## src/rtl/lc3_mem_arbiter.sv

```systemverilog
// Shares one single-port memory between the LC3 fetch and data ports (data has priority).
// Optional STARVE_GUARD_EN: caps consecutive data grants while a fetch is waiting.
module lc3_mem_arbiter #(
  parameter int unsigned ADDR_W     = 16,
  parameter int unsigned DATA_W     = 16,
  parameter int unsigned TIMEOUT    = 64,
  parameter int unsigned STARVE_MAX = 4
) (
  input  logic              clock,
  input  logic              reset,
  input  logic [ADDR_W-1:0] pc,
  input  logic              instrmem_rd,
  output logic [DATA_W-1:0] Instr_dout,
  output logic              complete_instr,
  input  logic              data_req,
  input  logic [ADDR_W-1:0] Data_addr,
  input  logic              Data_rd,
  input  logic [DATA_W-1:0] Data_din,
  output logic [DATA_W-1:0] Data_dout,
  output logic              complete_data,
  output logic              mem_req,
  output logic              mem_we,
  output logic [ADDR_W-1:0] mem_addr,
  output logic [DATA_W-1:0] mem_wdata,
  input  logic [DATA_W-1:0] mem_rdata,
  input  logic              mem_ack,
  output logic              timeout_err
);

  localparam int unsigned CW = $clog2(TIMEOUT + 1);

  typedef enum logic [1:0] {StIdle, StInstr, StData} state_e;

  state_e          state_q;
  logic [CW-1:0]   wait_cnt_q;
  logic            starve_hit;
  logic            grant_data;
  logic            grant_instr;
  logic            access_done;

`ifdef STARVE_GUARD_EN
  localparam int unsigned SW = $clog2(STARVE_MAX + 1);
  logic [SW-1:0] starve_cnt_q;
  assign starve_hit = (starve_cnt_q >= SW'(STARVE_MAX)) && instrmem_rd;
`else
  assign starve_hit = 1'b0;
`endif

  always_comb begin
    grant_data  = data_req && !starve_hit;
    grant_instr = instrmem_rd && !grant_data;
    // The last waiting cycle aborts unless the ack arrives in it.
    access_done = mem_ack || (wait_cnt_q == CW'(TIMEOUT - 1));
  end

  always_ff @(posedge clock) begin
    if (!reset) begin
      state_q        <= StIdle;
      wait_cnt_q     <= '0;
      Instr_dout     <= '0;
      Data_dout      <= '0;
      complete_instr <= 1'b0;
      complete_data  <= 1'b0;
      mem_req        <= 1'b0;
      mem_we         <= 1'b0;
      mem_addr       <= '0;
      mem_wdata      <= '0;
      timeout_err    <= 1'b0;
`ifdef STARVE_GUARD_EN
      starve_cnt_q   <= '0;
`endif
    end else begin
      complete_instr <= 1'b0;
      complete_data  <= 1'b0;
      unique case (state_q)
        StIdle: begin
          wait_cnt_q <= '0;
          if (grant_data) begin
            state_q   <= StData;
            mem_req   <= 1'b1;
            mem_we    <= !Data_rd;
            mem_addr  <= Data_addr;
            mem_wdata <= Data_din;
`ifdef STARVE_GUARD_EN
            starve_cnt_q <= instrmem_rd ? starve_cnt_q + SW'(1) : '0;
`endif
          end else if (grant_instr) begin
            state_q  <= StInstr;
            mem_req  <= 1'b1;
            mem_we   <= 1'b0;
            mem_addr <= pc;
`ifdef STARVE_GUARD_EN
            starve_cnt_q <= '0;
`endif
          end
        end
        StInstr, StData: begin
          if (access_done) begin
            state_q    <= StIdle;
            mem_req    <= 1'b0;
            mem_we     <= 1'b0;
            wait_cnt_q <= '0;
            if (state_q == StInstr) complete_instr <= 1'b1;
            else                    complete_data  <= 1'b1;
            if (mem_ack) begin
              if (state_q == StInstr) Instr_dout <= mem_rdata;
              else if (!mem_we)       Data_dout  <= mem_rdata;
            end else begin
              timeout_err <= 1'b1;
            end
          end else begin
            wait_cnt_q <= wait_cnt_q + CW'(1);
          end
        end
        default: state_q <= StIdle;
      endcase
    end
  end

endmodule

```

## config.mk

```make
export PLATFORM = sky130hd
export DESIGN_NAME = lc3_mem_arbiter
export DESIGN_NICKNAME = d
export VERILOG_FILES = /design/src/rtl/lc3_mem_arbiter.sv
export SDC_FILE = /design/constraint.sdc
export NUM_CORES = 1
export LEC_CHECK = 0
export BUFFER_PORTS_ARGS = -buffer_cell sky130_fd_sc_hd__buf_2
export CORE_MARGIN = 2
export CORE_UTILIZATION = 53
export CTS_BUF_LIST = sky130_fd_sc_hd__clkbuf_8
export DETAILED_ROUTE_END_ITERATION = 7
export PLACE_DENSITY = 0.9
export SLEW_MARGIN = 20
export SYNTH_ARGS = -nofsm -noshare
export SYNTH_HDL_FRONTEND = slang
export SYNTH_SLANG_ARGS = --single-unit
```

## constraint.sdc

```tcl
create_clock -name clock -period 3.7 [get_ports clock]
set_input_delay 0.185 -clock clock [delete_from_list [all_inputs] [get_ports clock]]
set_output_delay 0.185 -clock clock [all_outputs]
set_load 0.03 [all_outputs]
```

-- Word level (Yosys, flattened, before mapping)
Cells that the tools add are included.
- register bits: 78
- logic and storage cells: 53
- output and inout port bits: 69
- input port bits: 70
- add/sub/neg operators: 1
- bitwise operators: 3
- multiplexer cells: 17
- reductions and logical operators: 16
- equality and inequality tests: 5
- operators by type and width (kind ; number):
    $mux 16 ; 2
    $pmux 7 s2 ; 1
    $reduce_and 3->1 ; 3
    $add 7x1->7 const B ; 1
    $eq 7x6->1 const B ; 1
    $mux 1 ; 7
    $mux 7 ; 1
    $mux 2 ; 3
    $reduce_and 2->1 ; 3
    $reduce_and 5->1 ; 1
    $pmux 1 s2 ; 2
    $pmux 2 s2 ; 1
    $reduce_and 4->1 ; 1
    $reduce_bool 2->1 ; 2
    $ne 3x3->1 const B ; 1
    $not 1->1 ; 3
    $eq 2x1->1 const B ; 1
    $eq 2x2->1 const B ; 1
    $logic_not 1->1 ; 2
    $logic_not 2->1 ; 1
    $ne 2x2->1 const B ; 1
    $reduce_or 2->1 ; 1
    $logic_and 1x1->1 ; 1
    $logic_or 1x1->1 ; 1

-- Logic depth before layout (Yosys ltp)
Gate-level depths: netlist (run 1).
- depth in word-level cells: 5
- mapped depth: 8
- depth with buffers taken out: 6

-- Worst setup path before layout (run 1)
No wires, ideal clock.
- kind: reg-to-reg
- start: reg state_q[0]
- end: reg Data_dout[10]
- required time: 3.584 ns
- library setup time: 0.116 ns
- slack: 2.052 ns
- path buffers: 2
- arrival: 1.531 ns
- stages on the path, launching flop included: 9
- clock period less this slack: 1.648 ns
- path through: dfxtp_1 -> inv_1 -> ha_1 -> nand2_2 -> or3_1 -> buf_6 -> buf_6 -> nand2_1 -> a21boi_1
- longest elaborated chain between the ends: 3
- elaborated cells between the ends (all ways): 5
- classes of those cells: eq/ne: 2; bitwise: 1; reduce/logical: 2
- ends and longest elaborated chain (what ; RTL line ; source):
    from (decl) ; 34 ; state_e state_q;
    from (signal assigned) ; 58 ; state_q <= StIdle;
    from (signal assigned) ; 79 ; state_q <= StData;
    from (signal assigned) ; 88 ; state_q <= StInstr;
    $eq 2x1->1 / $eq 2x2->1 (equally long branches) ; 75, 106 ;
    $reduce_or 2->1 / $not 1->1 (equally long branches) ; n/a ;
    $reduce_and 5->1 (no source line) * ; n/a ;
    to (signal assigned) ; 107 ; else if (!mem_we) Data_dout <= mem_rdata;
    to (decl) ; 19 ; output logic [DATA_W-1:0] Data_dout,
Mark *: on every way between the ends. The rest lies on a longest branch, timed or not.
A chain may end at the register's enable or synchronous reset.

-- Worst setup path in the final report (run 1)
- start: reg state_q[0]
- end: reg Data_dout[15]
Same word-level chain as after synthesis.

==> results by stage, run 1 <==
STA:
- The number of failing hold endpoints at the final stage is 0.
- The worst path needs 1940 ps of the cycle, external delays included.
- The post-route setup TNS is 0 ps.
- Setup violations remaining at the end of the flow were counted as 0.
- The worst setup margin is 1760 ps.
- For the pin with the worst max-slew slack, the measured transition is 974 ps.
- Clock skew on the completed layout was measured at 5.13 ps.
- The relative max-transition margin is 35.1%.
- The upper clock frequency limit is 515 MHz.
- The number of max-slew violations in the final report is 0.
- In the finished design, the share of the clock period the worst path needs comes to 52.5%.
- Setup repair after global routing left no endpoint under its margin.

Worst hold path:
- The worst min-delay path category is in2reg.
- The worst hold path depth is 3.
- The terminating pin of the worst hold path is Data_dout[9].
- In this run the most critical hold path is launched from mem_rdata[9].

Critical path:
- The startpoint class of the critical path is a register.
- The endpoint of the most critical register-to-register path is Data_dout[15].
- The maximum fanout along the worst path is 16.
- The startpoint of the worst-slack reg-to-reg timing path is state_q[0].
- The kind of end point of the critical path is a register.
- The startpoint-to-endpoint class of the critical path is reg2reg.
- For the worst setup path, the data arrival time is 2160 ps.
- The count of cells along the worst register-to-register path is 6.
- For flop-to-flop paths, the worst setup slack is 1760 ps.
- STA puts the critical path data required time at 3920 ps.

Floorplanning:
- The site row count is 28.
- The die covers 6740 sq um.
- 139 I/O pins were placed.
- The die boundary width is 82.1 microns.
- The overall die height is 82.1 microns.
- After floorplanning, the core was sized to cover 5920 sq um.
- The initial cell density of the core is 54.6%.

Power and ir drop:
- The leakage power is 2.02 nW.
- The power per cell area is 488 nW/um^2.
- The worst-case IR drop observed on VDD is 355 uV.

Logic synthesis:
- Summing the sequential cell areas from Yosys gives 48.3% of the chip area.
- The post-synthesis async set-or-reset flop share is 0%.
- The synthesized design contains 78 register bits.
- By count the netlist is led by sky130_fd_sc_hd__nand2_1, sky130_fd_sc_hd__dfxtp_1, sky130_fd_sc_hd__a21boi_0.
- The most common flop cell mapped by yosys is sky130_fd_sc_hd__dfxtp_1.
- The mapped netlist covers 3230 sq um.
- The Yosys step of the flow raised 0 warnings.
- The gate count after technology mapping is 368.
- The number of distinct standard cells referenced by the synthesized netlist is 40.
- Counting every net in the synthesized netlist gives 442.
- Counting flops with a built-in enable in the synthesized netlist gives 0.
- Yosys attributes the largest share of cell area to sky130_fd_sc_hd__dfxtp_1, sky130_fd_sc_hd__nand2_1, sky130_fd_sc_hd__a21boi_0, sky130_fd_sc_hd__o211a_1, sky130_fd_sc_hd__mux2i_1.
- Each instance of the synthesized netlist takes up on average 8.79 sq um.
- The most instantiated library cell after synthesis is sky130_fd_sc_hd__nand2_1.
- The cell type contributing the most total cell area after synthesis is sky130_fd_sc_hd__dfxtp_1.
- The top cell type by area accounts for 48.3% of the synthesized area.

Route:
- The via density per instance is 5.15.
- The number of DRC violations after detailed routing is 0.
- The count of routing violations after the opening detailed-route iteration is 98.
- The final layout contains routed wiring with a total length of 7.54 mm.
- The pre-antenna-repair detailed-routing pass consisted of 4 iterations.
- The remaining number of nets flagged by the antenna check after routing is 0.
- The detailed-route wire length per cell is 13.1 microns.
- The routed layout has 2955 vias.

Final layout:
- Cells with a size suffix above 1 make up 31.5% of the layout.
- The number of diodes is 0.
- The post-layout net count is 568.
- The filler cell count in the final layout is 498.
- Compared with the post-synthesis result, the final layout area differs by 26.7%.

Placed design:
- The quantity of I/O buffers inserted on ports is 138.
- Before CTS, the worst setup slack after placement is 1730 ps.
- Once detailed placement completed, the half-perimeter wirelength came to 5.50 mm.
- The placer's final routability congestion estimate is 0.817.

Clock tree:
- Post-CTS timing repair inserted 0 buffers for setup.
- The clock net sink count is 78.
- The clock root buffer is sky130_fd_sc_hd__clkbuf_8.
- The source-to-sink clock delay at the later pin of the worst-skew pair is 340 ps.
- The quantity of hold-fixing buffers added after cts is 0.
- Counting along the longest clock path gives a buffer depth of 2.
- The clock transition at the register clock pins on the worst setup and hold paths after CTS is 80 ps.
- The number of resized instances in the post-cts repair step is 0.
- TritonCTS built the clock tree.
- In this run, CTS created clock tree buffers numbering 9.
- The number of H-tree levels is 3.

Global routing:
- The first global-routing pass estimated 11.6 mm of wire.
- The initial antenna violation count was 0.
- The via count of the first global-routing pass is 2713.
- The remaining global-route overflow is 0.
- Entering global routing, the biggest net connects 42 pins.
- For this run, the total global-route usage over all layers was measured as 22.6%.

Outcome:
- The run finished with clean final reports.

Flow run:
- The tool flagged a number of max-cap violations equal to 0.
-- how the worst max path moves through the flow --
stage / start / end / slack [ps] / depth (start not counted)
floorplan: state_q[0] / Data_dout[10] / 2050 / 8
global placement: data_req / mem_req / 1790 / 4
detailed placement: data_req / mem_req / 1730 / 4
CTS: state_q[0] / mem_req / 1750 / 5
global route: state_q[0] / mem_addr[2] / 1590 / 5
finish: state_q[0] / Data_dout[15] / 1760 / 6
-- sequential cells by signal, summed over array words and instances, names as in the netlist --
signal	flops
mem_wdata	16
mem_req	1
Instr_dout	16
state_q	2
mem_addr	16
timeout_err	1
complete_instr	1
Data_dout	16
wait_cnt_q	7
complete_data	1
mem_we	1
-- critical path, cell delays in order, from the launching register on --
cell                       delay (ps)
sky130_fd_sc_hd__dfxtp_1          390
sky130_fd_sc_hd__inv_1             70
sky130_fd_sc_hd__ha_1             420
sky130_fd_sc_hd__nand2_2          110
sky130_fd_sc_hd__or3_1            580
sky130_fd_sc_hd__nand2_1          150
sky130_fd_sc_hd__a21boi_0         110
-- cells by family after synthesis --
family	Yosys count	synth area share, %
xor gates and xnor gates	2	0.542
buffers and inverters	28	4.18
DFF	78	48.3
adders and majority gates	4	1.55
muxes	16	4.95
and+or+nand+nor	154	20.0
AOI/OAI and AO/OA	86	20.4
-- layout by cell type (no fill, tap or decap), types with 2 or more instances in the layout --
cell,Yosys,layout
sky130_fd_sc_hd__buf_2,5,138
sky130_fd_sc_hd__nand2_1,120,120
sky130_fd_sc_hd__dfxtp_1,78,78
sky130_fd_sc_hd__a21boi_0,37,37
sky130_fd_sc_hd__o211a_1,17,17
sky130_fd_sc_hd__mux2i_1,16,16
sky130_fd_sc_hd__a21boi_1,11,11
sky130_fd_sc_hd__clkbuf_8,0,9
sky130_fd_sc_hd__o21ai_0,8,8
sky130_fd_sc_hd__nor2_1,8,8
sky130_fd_sc_hd__nand3_1,6,6
sky130_fd_sc_hd__inv_1,4,5
sky130_fd_sc_hd__a21oi_1,5,5
sky130_fd_sc_hd__nor3_1,5,5
sky130_fd_sc_hd__ha_1,4,4
sky130_fd_sc_hd__clkinvlp_4,0,3
sky130_fd_sc_hd__and2_1,2,2
sky130_fd_sc_hd__nor2b_1,2,2
sky130_fd_sc_hd__and2b_1,2,2
sky130_fd_sc_hd__o211ai_1,2,2
sky130_fd_sc_hd__clkinv_2,0,2
-- metal layers --
| layer | routed length (microns) | track usage, % |
|---|---|---|
| met2 | 3600 | 40.2 |
| met4 | 114 | 11.3 |
| met1 | 3240 | 24.5 |
| met5 | 0 | 0 |
| met3 | 587 | 6.30 |
-- cell type report --
class	count	area, sq um	share of cell area (%)
clock buffers	9	124	3.02
clock inverters	7	66.3	1.62
inverters	4	15.0	0.367
multi-input cells	262	1540	37.5
flip-flops and latches	78	1560	38.1
well taps	75	93.8	2.29
repair buffers	139	698	17.0
-- where the power goes --
part	leakage (nW)	internal [mW]	switching, mW
Combinational	1.29	0.152	0.298
Sequential	0.637	0.906	0.0354
Clock	0.0924	0.306	0.301
-- per-stage QoR --
step | utilization (%) | hold slack [ps] | instance area (sq um) | total power [mW] | std cells
5_1_grt | 69.2 | 66.0 | 4100 | 2.10 | 574
4_1_cts | 69.2 | 67.2 | 4100 | 2.02 | 574
3_5_place_dp | 66.0 | 444 | 3910 | 1.41 | 558
2_1_floorplan | - | 320 | 3230 | 1.28 | 368
3_3_place_gp | 66.0 | 435 | 3910 | 1.40 | 558
6_report | 69.2 | 82.8 | 4100 | 2.00 | 574
(Power assumes the default switching activity.)
==> run 2, diff against run 1 <==
Settings changed: CORE_UTILIZATION 53 to 44, PLACE_DENSITY 0.9 to 0.8.
Clock period 3.7 ns to 1.57 ns, I/O delays scaled along.
==> run 2 against run 1 <==
Effect of this change: global-route usage down 2.1 points; worst hold slack worse by 63 ps; wire length up 10%; highest routed layer unchanged.
==> results by stage, run 2 (synthesized netlist as in run 1, its figures left out) <==
Outcome:
- Status: finished clean (unchanged).

Flow run:
- The total of max-cap violations is 0 (unchanged).

STA:
- The hold slack is 20.0 ps (was 82.8 ps).
- The final setup skew was 10.5 ps (was 5.13 ps).
- The number of failing hold endpoints at the final stage is 0 (unchanged).
- The worst setup margin came to 42.9 ps (was 1760 ps).
- The final period utilization is 97.3% (was 52.5%).
- The upper clock frequency limit was 655 MHz (was 515 MHz).
- The post-route setup TNS was 0 ps (unchanged).
- The count of endpoints failing setup in the final report was 0 (unchanged).
- The number of max-slew violations in the final report was 0 (unchanged).
- The post-layout minimum cycle time is 1530 ps (was 1940 ps).
- The relative max-transition margin is 64.1% (was 35.1%).
- The transition time at the pin with the least slew margin is 539 ps (was 974 ps).

Final layout:
- The final core utilization is 66.2% (was 69.2%).
- The post-layout net count is 618 (was 568).
- The layout cell share with drive strength beyond 1 is 34.6% (was 31.5%).
- Highest-count cells in the layout ignoring fill and taps: sky130_fd_sc_hd__buf_2, sky130_fd_sc_hd__nand2_1, sky130_fd_sc_hd__dfxtp_1, sky130_fd_sc_hd__a21boi_0, sky130_fd_sc_hd__dlygate4sd3_1 (was sky130_fd_sc_hd__buf_2, sky130_fd_sc_hd__nand2_1, sky130_fd_sc_hd__dfxtp_1, sky130_fd_sc_hd__a21boi_0, sky130_fd_sc_hd__o211a_1).
- The area growth from synthesis to layout came to 46.9% (was 26.7%).
- The number of diodes is 0 (unchanged).
- The count of non-filler cells in the finished layout came to 648 (was 574).
- The commonest non-fill, non-tap cell in the layout is sky130_fd_sc_hd__buf_2 (unchanged).

Floorplanning:
- The initial cell density of the core is 45.1% (was 54.6%).
- The overall die height came to 89.7 microns (was 82.1 microns).
- The die outline area is 8050 sq um (was 6740 sq um).
- The die boundary width is 89.7 microns (was 82.1 microns).
- The core footprint came to 7180 sq um (was 5920 sq um).
- The site row count is 31 (was 28).
- The top-level I/O count came to 139 (unchanged).

Critical path:
- The maximum fanout along the worst path was 8 (was 16).
- The data required time at the worst endpoint was 1810 ps (was 3920 ps).
- The endpoint of the most critical register-to-register path is Data_dout[15] (unchanged).
- The count of cells along the worst register-to-register path came to 7 (was 6).
- The reg2reg setup slack is 40 ps (was 1760 ps).
- The kind of end point of the critical path is a register (unchanged).
- The critical path data arrival time is 1770 ps (was 2160 ps).
- The startpoint of the worst-slack reg-to-reg timing path is state_q[0] (unchanged).
- The startpoint class of the critical path is a register (unchanged).
- The startpoint-to-endpoint class of the critical path is reg2reg (unchanged).

Clock tree:
- The clock tree from TritonCTS is done (unchanged).
- The buffer levels on the longest clock path is 2 (unchanged).
- The number of H-tree levels is 3 (unchanged).
- The clock net sink count came to 78 (unchanged).
- The source-to-sink clock delay at the later pin of the worst-skew pair came to 340 ps (about the same).
- The clock transition at the register clock pins on the worst setup and hold paths after CTS is 90 ps (was 80 ps).
- The total CTS buffers is 9 (unchanged).
- The clock root buffer is sky130_fd_sc_hd__clkbuf_8 (unchanged).

Global routing:
- The remaining global-route overflow is 0 (unchanged).
- The pin count of the biggest net entering global routing was 33 (was 42).
- The initial antenna violation count came to 0 (unchanged).
- The via count of the first global-routing pass is 3065 (was 2713).
- The wire length of the first global-routing pass is 13.8 mm (was 11.6 mm).
- The global-route usage over all layers is 20.5% (was 22.6%).

Power and ir drop:
- The leakage power was 2.30 nW (was 2.02 nW).
- The power per cell area is 1130 nW/um^2 (was 488 nW/um^2).
- The peak ir drop on the vdd network was 679 uV (was 355 uV).

Route:
- The vias after detailed routing came to 3139 (was 2955).
- The number of DRC violations after detailed routing was 0 (unchanged).
- The first-pass iteration count of the detailed router came to 4 (unchanged).
- The detailed-route wire length per cell is 12.8 microns (was 13.1 microns).
- The remaining number of nets flagged by the antenna check after routing is 0 (unchanged).
- The via density per instance came to 4.84 (was 5.15).
- The count of routing violations after the opening detailed-route iteration is 118 (was 98).
- The total routed wirelength was 8.31 mm (was 7.54 mm).

Placed design:
- The quantity of I/O buffers inserted on ports came to 138 (unchanged).
- The total half-perimeter wirelength after legalization and detailed placement is 5.77 mm (was 5.50 mm).
- The count of placed standard cells including taps is 596 (was 558).
- The placer's final routability congestion estimate was 0.773 (was 0.817).
- The worst setup timing slack at the placement stage is -35.7 ps (was 1730 ps).

Worst hold path:
- The worst hold path depth is 3 (unchanged).
- The terminating pin of the worst hold path was state_q[0] (was Data_dout[9]).
- The worst min-delay path category is in2reg (unchanged).
- The start point of the worst min-delay path is instrmem_rd (was mem_rdata[9]).
==> run 2: final cells by class <==
type / instances / area [sq um]
clock buffer: 10 / 138
timing repair buffer: 189 / 1190
clock inverter: 6 / 116
tap: 99 / 124
fill: 588 / 2430
multi-input combinational: 262 / 1600
inverter: 4 / 15.0
sequential: 78 / 1560
==> run 2: worst max-delay path by stage <==
| stage | startpoint | endpoint | slack [ps] | depth (start not counted) |
|---|---|---|---|---|
| after global routing | wait_cnt_q[1] | mem_we | -8 | 5 |
| after detailed placement | wait_cnt_q[1] | wait_cnt_q[0] | -40 | 4 |
| after global placement | state_q[0] | Data_dout[15] | 50 | 7 |
| final | state_q[0] | Data_dout[15] | 40 | 7 |
| after CTS | wait_cnt_q[1] | wait_cnt_q[0] | -50 | 4 |
| after floorplan | state_q[1] | Data_dout[10] | 10 | 8 |
==> run 2: timing repair <==
item | 4_1_cts | 5_1_grt
pin swaps | 0 | 2
hold endpoints to repair | 45 | 0
hold buffers | 32 | 0
setup buffers | 0 | 3
gates resized for setup | 1 | 19
endpoints found under the setup margin | 11 | 42
gates cloned | 0 | 1
==> run 2: worst max-delay path: stages (launching register included) <==
cell	delay [ps]
sky130_fd_sc_hd__dfxtp_2	370
sky130_fd_sc_hd__inv_2	50
sky130_fd_sc_hd__ha_4	280
sky130_fd_sc_hd__nand2_2	70
sky130_fd_sc_hd__or3_4	350
sky130_fd_sc_hd__buf_4	180
sky130_fd_sc_hd__nand2_1	70
sky130_fd_sc_hd__a21boi_0	70
==> run 2: routing by layer <==
layer / track usage, % / vias to the layer above / share of wire (%)
li1: - / 1592 / -
met4: 6.54 / 0 / 1.4
met1: 24.1 / 1418 / 42
met2: 36.9 / 118 / 50
met3: 5.03 / 11 / 6.8
met5: 0 / - / 0
==> run 2: where the power goes <==
group | switching, mW | leakage [nW] | internal, mW
Clock | 0.751 | 0.127 | 1.11
Combinational | 0.749 | 1.54 | 0.515
Sequential | 0.0831 | 0.638 | 2.14
Total | 1.58 | 2.30 | 3.77
==> run 2: through the flow <==
stage,total power [mW],instance area (sq um)
finish,5.35,4750
detailed placement,3.42,4090
CTS,5.36,4670
floorplan,3.03,3250
global route,5.61,4750
global placement,3.39,4090
